## config.mk

```make
export PLATFORM = sky130hd
export DESIGN_NAME = spi_master_cfg
export DESIGN_NICKNAME = d
export VERILOG_FILES = /design/src/rtl/spi_master_cfg.sv
export SDC_FILE = /design/constraint.sdc
export NUM_CORES = 1
export LEC_CHECK = 0
export ABC_CLOCK_PERIOD_IN_PS = 3200
export BUFFER_PORTS_ARGS = -buffer_cell sky130_fd_sc_hd__buf_2
export CAP_MARGIN = 0
export CORE_ASPECT_RATIO = 0.9
export CORE_UTILIZATION = 55
export DETAILED_ROUTE_END_ITERATION = 12
export GPL_TIMING_DRIVEN = 0
export PLACE_DENSITY = 0.76
export REMOVE_ABC_BUFFERS = 1
export SLEW_MARGIN = 20
export SYNTH_ARGS = -nofsm -noshare
export SYNTH_HDL_FRONTEND = slang
export SYNTH_SLANG_ARGS = --single-unit
```

## constraint.sdc

```tcl
create_clock -name clk -period 3.2 [get_ports clk]
set_clock_uncertainty 0.1 [all_clocks]
set_input_delay 0.16 -clock clk [delete_from_list [all_inputs] [get_ports clk]]
set_output_delay 0.16 -clock clk [all_outputs]
set_load 0.005 [all_outputs]
```

## src/rtl/spi_master_cfg.sv

```systemverilog
// Full-duplex SPI master: one chip-select-framed word per accepted start, with
// compile-time word width, SCK half-period divider and CPOL/CPHA mode.
//
// state | meaning
// IDLE  | cs high, sck at CPOL, waiting for start
// SETUP | cs low, one half-period before sck edge 1
// SHIFT | sck toggles every HALF_DIV cycles, edges 1..2*DATA_W
// HOLD  | sck back at CPOL, cs held low one half-period before done
module spi_master_cfg #(
    parameter int DATA_W   = 8,
    parameter int HALF_DIV = 2,
    parameter bit CPOL     = 1'b1,
    parameter bit CPHA     = 1'b0
) (
    input  logic              clk,
    input  logic              reset,
    input  logic              start,
    input  logic [DATA_W-1:0] tx_data,
    output logic [DATA_W-1:0] rx_data,
    output logic              busy,
    output logic              done,
    output logic              sck,
    output logic              mosi,
    input  logic              miso,
    output logic              cs
);

    typedef enum logic [1:0] {IDLE, SETUP, SHIFT, HOLD} state_t;

    localparam int DIV_W  = $clog2(HALF_DIV + 1);
    localparam int EDGE_W = $clog2(2 * DATA_W + 1);
    localparam logic [DIV_W-1:0]  DIV_LOAD   = DIV_W'(HALF_DIV - 1);
    localparam logic [EDGE_W-1:0] EDGE_FINAL = EDGE_W'(2 * DATA_W);

    state_t              state;
    logic [DIV_W-1:0]    div_cnt;
    logic [EDGE_W-1:0]   edge_cnt;
    logic [DATA_W-1:0]   tx_sr;
    logic [DATA_W-1:0]   rx_sr;
    logic                div_tc;
    logic [EDGE_W-1:0]   edge_nxt;
    logic                edge_odd;
    logic                sample_edge;
    logic                drive_edge;

    // edge_nxt is the number of the sck edge registered when div_tc is high
    assign div_tc      = (div_cnt == '0);
    assign edge_nxt    = edge_cnt + 1'b1;
    assign edge_odd    = edge_nxt[0];
    assign sample_edge = CPHA ? ~edge_odd : edge_odd;
    assign drive_edge  = CPHA ? edge_odd : (~edge_odd && (edge_nxt != EDGE_FINAL));

    always_ff @(posedge clk) begin
        if (reset) begin
            state    <= IDLE;
            div_cnt  <= DIV_LOAD;
            edge_cnt <= '0;
            tx_sr    <= '0;
            rx_sr    <= '0;
            rx_data  <= '0;
            sck      <= CPOL;
            mosi     <= 1'b1;
            cs       <= 1'b1;
            busy     <= 1'b0;
            done     <= 1'b0;
        end else begin
            done <= 1'b0;
            case (state)
                IDLE: begin
                    if (start) begin
                        // with CPHA=0 the MSB goes out now, so the register
                        // holds the remaining bits ready for the even edges
                        tx_sr    <= CPHA ? tx_data : {tx_data[DATA_W-2:0], 1'b0};
                        mosi     <= CPHA ? 1'b1 : tx_data[DATA_W-1];
                        rx_sr    <= '0;
                        div_cnt  <= DIV_LOAD;
                        edge_cnt <= '0;
                        sck      <= CPOL;
                        cs       <= 1'b0;
                        busy     <= 1'b1;
                        state    <= SETUP;
                    end
                end
                SETUP, SHIFT: begin
                    if (div_tc) begin
                        div_cnt  <= DIV_LOAD;
                        edge_cnt <= edge_nxt;
                        sck      <= ~sck;
                        if (sample_edge) begin
                            rx_sr <= {rx_sr[DATA_W-2:0], miso};
                        end
                        if (drive_edge) begin
                            mosi  <= tx_sr[DATA_W-1];
                            tx_sr <= {tx_sr[DATA_W-2:0], 1'b0};
                        end
                        state <= (edge_nxt == EDGE_FINAL) ? HOLD : SHIFT;
                    end else begin
                        div_cnt <= div_cnt - 1'b1;
                    end
                end
                HOLD: begin
                    if (div_tc) begin
                        cs      <= 1'b1;
                        mosi    <= 1'b1;
                        busy    <= 1'b0;
                        done    <= 1'b1;
                        rx_data <= rx_sr;
                        state   <= IDLE;
                    end else begin
                        div_cnt <= div_cnt - 1'b1;
                    end
                end
                default: state <= IDLE;
            endcase
        end
    end

endmodule

```

Yosys cells after proc, flatten, opt, wreduce, memory -nomap -nowiden
Cells that the tools add are included.

Bitwise logic cells: 3. Multiplexer cells: 32. Eq/ne operators: 11. Reductions and logical operators: 15. Add/subtract/negate cells: 2.

Operators by type and width (count): $mux W8 (6); $pmux W8 S2 (2); $ne A2 B2 Y1 const B (6); $pmux W2 S3 (2); $reduce_and A4 Y1 (3); $mux W1 (10); $mux W2 (5); $mux W5 (2); $pmux W5 S2 (1); $reduce_and A3 Y1 (3); $pmux W1 S2 (3); $add A5 B1 Y5 const B (1); $eq A5 B5 Y1 const B (1); $ne A5 B5 Y1 const B (1); $eq A2 B2 Y1 const B (2); $logic_not A2 Y1 (2); $reduce_and A2 Y1 (2); $reduce_bool A2 Y1 (2); $reduce_or A2 Y1 (2); $not A1 Y1 (3); $pmux W1 S3 (1); $eq A2 B1 Y1 const B (1); $sub A2 B1 Y2 const B (1); $logic_and A1 B1 Y1 (1).

Bits of input ports: 12. Flip-flop bits (word level): 38.

Longest topological paths before layout
Depth after elaboration: 6. Depth in mapped cells: 8. Mapped depth without buffers: 6.

Worst setup path after synthesis
Ideal clock, no wire load.

Path kind: flip-flop to flip-flop. From: register state[0]. To: register div_cnt[1]. Buffers on the path: 1. Cell stages (with the launch flop): 7. Slack: 1.477 ns. Arrival: 1.553 ns. Setup time: 0.070 ns. Path through: dfxtp_1 -> inv_1 -> ha_1 -> nor2b_2 -> buf_6 -> or4_1 -> a21oi_1.

Longest elaborated chain between the ends: 3.

Ends and longest elaborated chain: from (decl) (line 35) `state_t state;`; from (signal assigned) (line 96) `state <= (edge_nxt == EDGE_FINAL) ? HOLD : SHIFT;`; $eq A2 B1 Y1 (tied with other cells) (line 68) `case (state)`; $reduce_or A2 Y1 or $ne A2 B2 Y1 (tied branches); $pmux W2 S3 or $reduce_and A2 Y1 (tied branches); to (signal assigned) (line 98) `div_cnt <= div_cnt - 1'b1;`; to (signal assigned) (line 110) `div_cnt <= div_cnt - 1'b1;`; to (decl) (line 36) `logic [DIV_W-1:0] div_cnt;`.

Parallel ways exist; a longest one is shown, timed or not. A chain may end at the register's enable or synchronous reset.

Worst setup path after layout
From: register state[1]. To: register rx_sr[2].

Longest elaborated chain between the ends: 4.

Ends and longest elaborated chain: $eq A2 B1 Y1 or $eq A2 B2 Y1 (tied branches) (line 68); $reduce_or A2 Y1 (line 68); $ne A2 B2 Y1 (no line) or $reduce_bool A2 Y1 (tied branches); $reduce_and A4 Y1 (no line); to (signal assigned) (line 90) `rx_sr <= {rx_sr[DATA_W-2:0], miso};`; to (decl) (line 39) `logic [DATA_W-1:0] rx_sr;`.

Parallel ways exist; a longest one is shown, timed or not.

==> reports/qor.csv <==
metric,value,unit
grt_pass1_wl,5750,um
globalRouteTotalUtil,22.2,%
yosysWarnings,0,
tns,0,ps
finalCritPeriodShare,78.0,%
num_vias,1541,
dp.cells,268,
clockBufferDepth,2,
antenna_found_initial,0,
cts.sinks,37,
drt_first_iter_violations,133,
coreArea,3070,um2
async_flop_share,0,%
clk_latency,350,ps
clock-root-buffer,clkbuf_4,
rsz0062_at_grt,false,
p_sw_share,29.0,%
stdcell_area,1990,um2
multi_input_area,905,um2
hpwl,2350,um
fillers,271,
synth_top_area_share,41.8,%
port_buffers,24,
drive_above_1_share,16.5,%
ys_types,42,
fin_hold_ws,84.0,ps
avgSynthCellArea,8.28,um2
synth.cell_area,1770,um2
r2r-end,rx_sr[2]$_SDFFE_PP0P_,
yosysMostFrequentCell,dfxtp_1,
hold_end,tx_sr[5]$_SDFFE_PP0P_,
clk_pin_slew,120,ps
p_leak,0.765,nW
routed_via_density,5.54,
critPathArrivalTime,2670,ps
cp_top_family,adder cells,
synth_ff_type,dfxtp_1,
grt_max_degree,40,
worst_hold_path_type,input pin to register,
cts_tree,done,
synth_edf_count,0,
path_cells,"inv_1, ha_1, inv_1, nor4_4, a22oi_1, nor2_1",
cts_buffers,5,
drc,0,
startpoint_type,register,
reg2reg_from,state[1]$_SDFFE_PP0P_,
place.gp.congestion,0.772,
dieArea,3450,um2
pwr-share-comb,18.7,%
status,"complete, no violations",
r2r_setup_slack,700,ps
synth_top_area_cell,dfxtp_1,
instances_no_fill,278,
drtPass1Iterations,4,
intPower,0.722,mW
critPathMaxFanout,28,
area_growth,12.2,%
crit_top_cell,inv_1,
die_w,61.8,um
p_per_area,512,nW/um2
seqPwrFrac,49.0,%
drv_cap,0,
reg2regPathDepth,6,
pin_count,25,
synth_common_cells,"37 x dfxtp_1, 27 x nand2_1, 23 x a21oi_1, 18 x inv_1, 18 x nor2_1",
seq_area_frac_synth,41.8,%
fmax,0.401,GHz
period_needed,2500,ps
crit_path_top_delay_cell,ha_1,
antenna_cells,0,
netlist_instances,214,
clockPowerShare,32.3,%
place_area,1890,um2
drt-total-wl,3560,um
synth_seq_cells,37,
wl_per_cell,12.8,um
worstMarginPinSlew,772,ps
path_buf_inv,2,
cts_max_level,2,
slew_headroom,48.5,%
slowest_delay,790,ps
yosys-top-cells-area,"dfxtp_1 42%, a21oi_1 6.5%, nand2_1 5.7%, ha_1 4.2%, a22oi_1 3.8%",
worstPathRequired,3370,ps
switchingPower,0.295,mW
worstSetupEndpointType,register,
fp.dieH,55.9,um
drtAntennaViolNets,0,
seq_area,741,um2
gr-total-overflow,0,
final_nets,253,
worstHoldStart,tx_data[4],
setup_violations,0,
holdPathStages,3,
start_util,57.8,%
vdd_drop_max,0.314,mV
maxSlewViolCount,0,
rows,19,
grt_pass1_vias,1317,
crit_type,register to register,
final-hold-violation-count,0,
[power by group through the flow]
stage	combinational [mW]	sequential [mW]	clock, mW
finish	0.191	0.498	0.329
global route	0.213	0.502	0.359
CTS	0.191	0.498	0.333
detailed placement	0.189	0.509	0
global placement	0.185	0.508	0
floorplan	0.137	0.507	0
[per-layer routing]
layer  track usage, %  share of wire [%]
met5                0                  0
met4             7.62               0.42
met3             5.58                4.0
met2             32.9                 44
met1             31.3                 51
[worst reg2reg max path: stages, from the launching register on]
cell and delay [ps]:
dfxtp_1 400, inv_1 80, ha_1 790, inv_1 220
nor4_4 540, a22oi_1 170, nor2_1 120
[metrics by stage]
step	power, mW	setup WS [ps]	util, %
detailed placement	0.698	736	61.5
global placement	0.693	762	61.5
floorplan	0.644	1140	-
finish	1.02	705	64.9
CTS	1.02	686	64.9
global route	1.07	505	64.9
[registers in the layout (all words and copies together), names as in the netlist]
register and count:
rx_data 8, rx_sr 8, tx_sr 7, edge_cnt 5, div_cnt 2, state 2
busy 1, cs 1, done 1, mosi 1, sck 1
[kinds of logic (layout without fill, tap and decap cells)]
group / after synthesis / after routing / share of synthesized area [%]
multiplexers: 3 / 3 / 1.76
buffers and inverters: 30 / 52 / 7.20
adder cells (fa/ha/maj): 6 / 6 / 4.23
AO/OA/AOI/OAI: 68 / 68 / 25.5
flip-flops: 37 / 37 / 41.8
AND/OR/NAND/NOR: 70 / 70 / 19.5
[worst max path at each step]
stage / startpoint / endpoint / slack, ps / cells after the start
finish: state[1]$_SDFFE_PP0P_ / rx_sr[2]$_SDFFE_PP0P_ / 700 / 6
global route: state[1]$_SDFFE_PP0P_ / rx_sr[2]$_SDFFE_PP0P_ / 510 / 6
CTS: state[1]$_SDFFE_PP0P_ / rx_sr[2]$_SDFFE_PP0P_ / 690 / 6
detailed placement: state[1]$_SDFFE_PP0P_ / rx_sr[2]$_SDFFE_PP0P_ / 740 / 6
global placement: state[1]$_SDFFE_PP0P_ / rx_sr[0]$_SDFFE_PP0P_ / 760 / 6
floorplan: state[0]$_SDFFE_PP0P_ / rx_sr[0]$_SDFFE_PP0P_ / 1140 / 6
[cell usage in the layout, fill, tap and decap left out, types with 3 or more instances in the layout]
master    netlist  routed
inv_1          18      18
a21oi_1        23      23
o22ai_1         6       6
a221oi_1        7       7
buf_2           3      24
clkbuf_4        0       5
a22oi_1         9       9
nand2_1        27      27
ha_1            6       6
nor2_1         18      18
o32ai_1         3       3
dfxtp_1        37      37
nand2b_1        4       4
nand3_1         3       3
nor2b_1         3       3
o21ai_0         6       6
[timing repair]
action | in CTS | in global routing
hold endpoints to repair | 2 | 0
hold buffers | 2 | 0
buffers inserted | 0 | 0
endpoints found under the setup margin | 0 | 0
resized for setup | 0 | 0
[final cells by class]
type                    instances  area share, %
clock buffers                   5           1.89
clock inverters                 3           2.33
inverters                      18           3.40
multi-input cells             147           45.5
flip-flops and latches         37           37.2
well taps                      42           2.64
repair buffers                 26           7.04
Note: power is estimated with default switching activity, not from simulation.
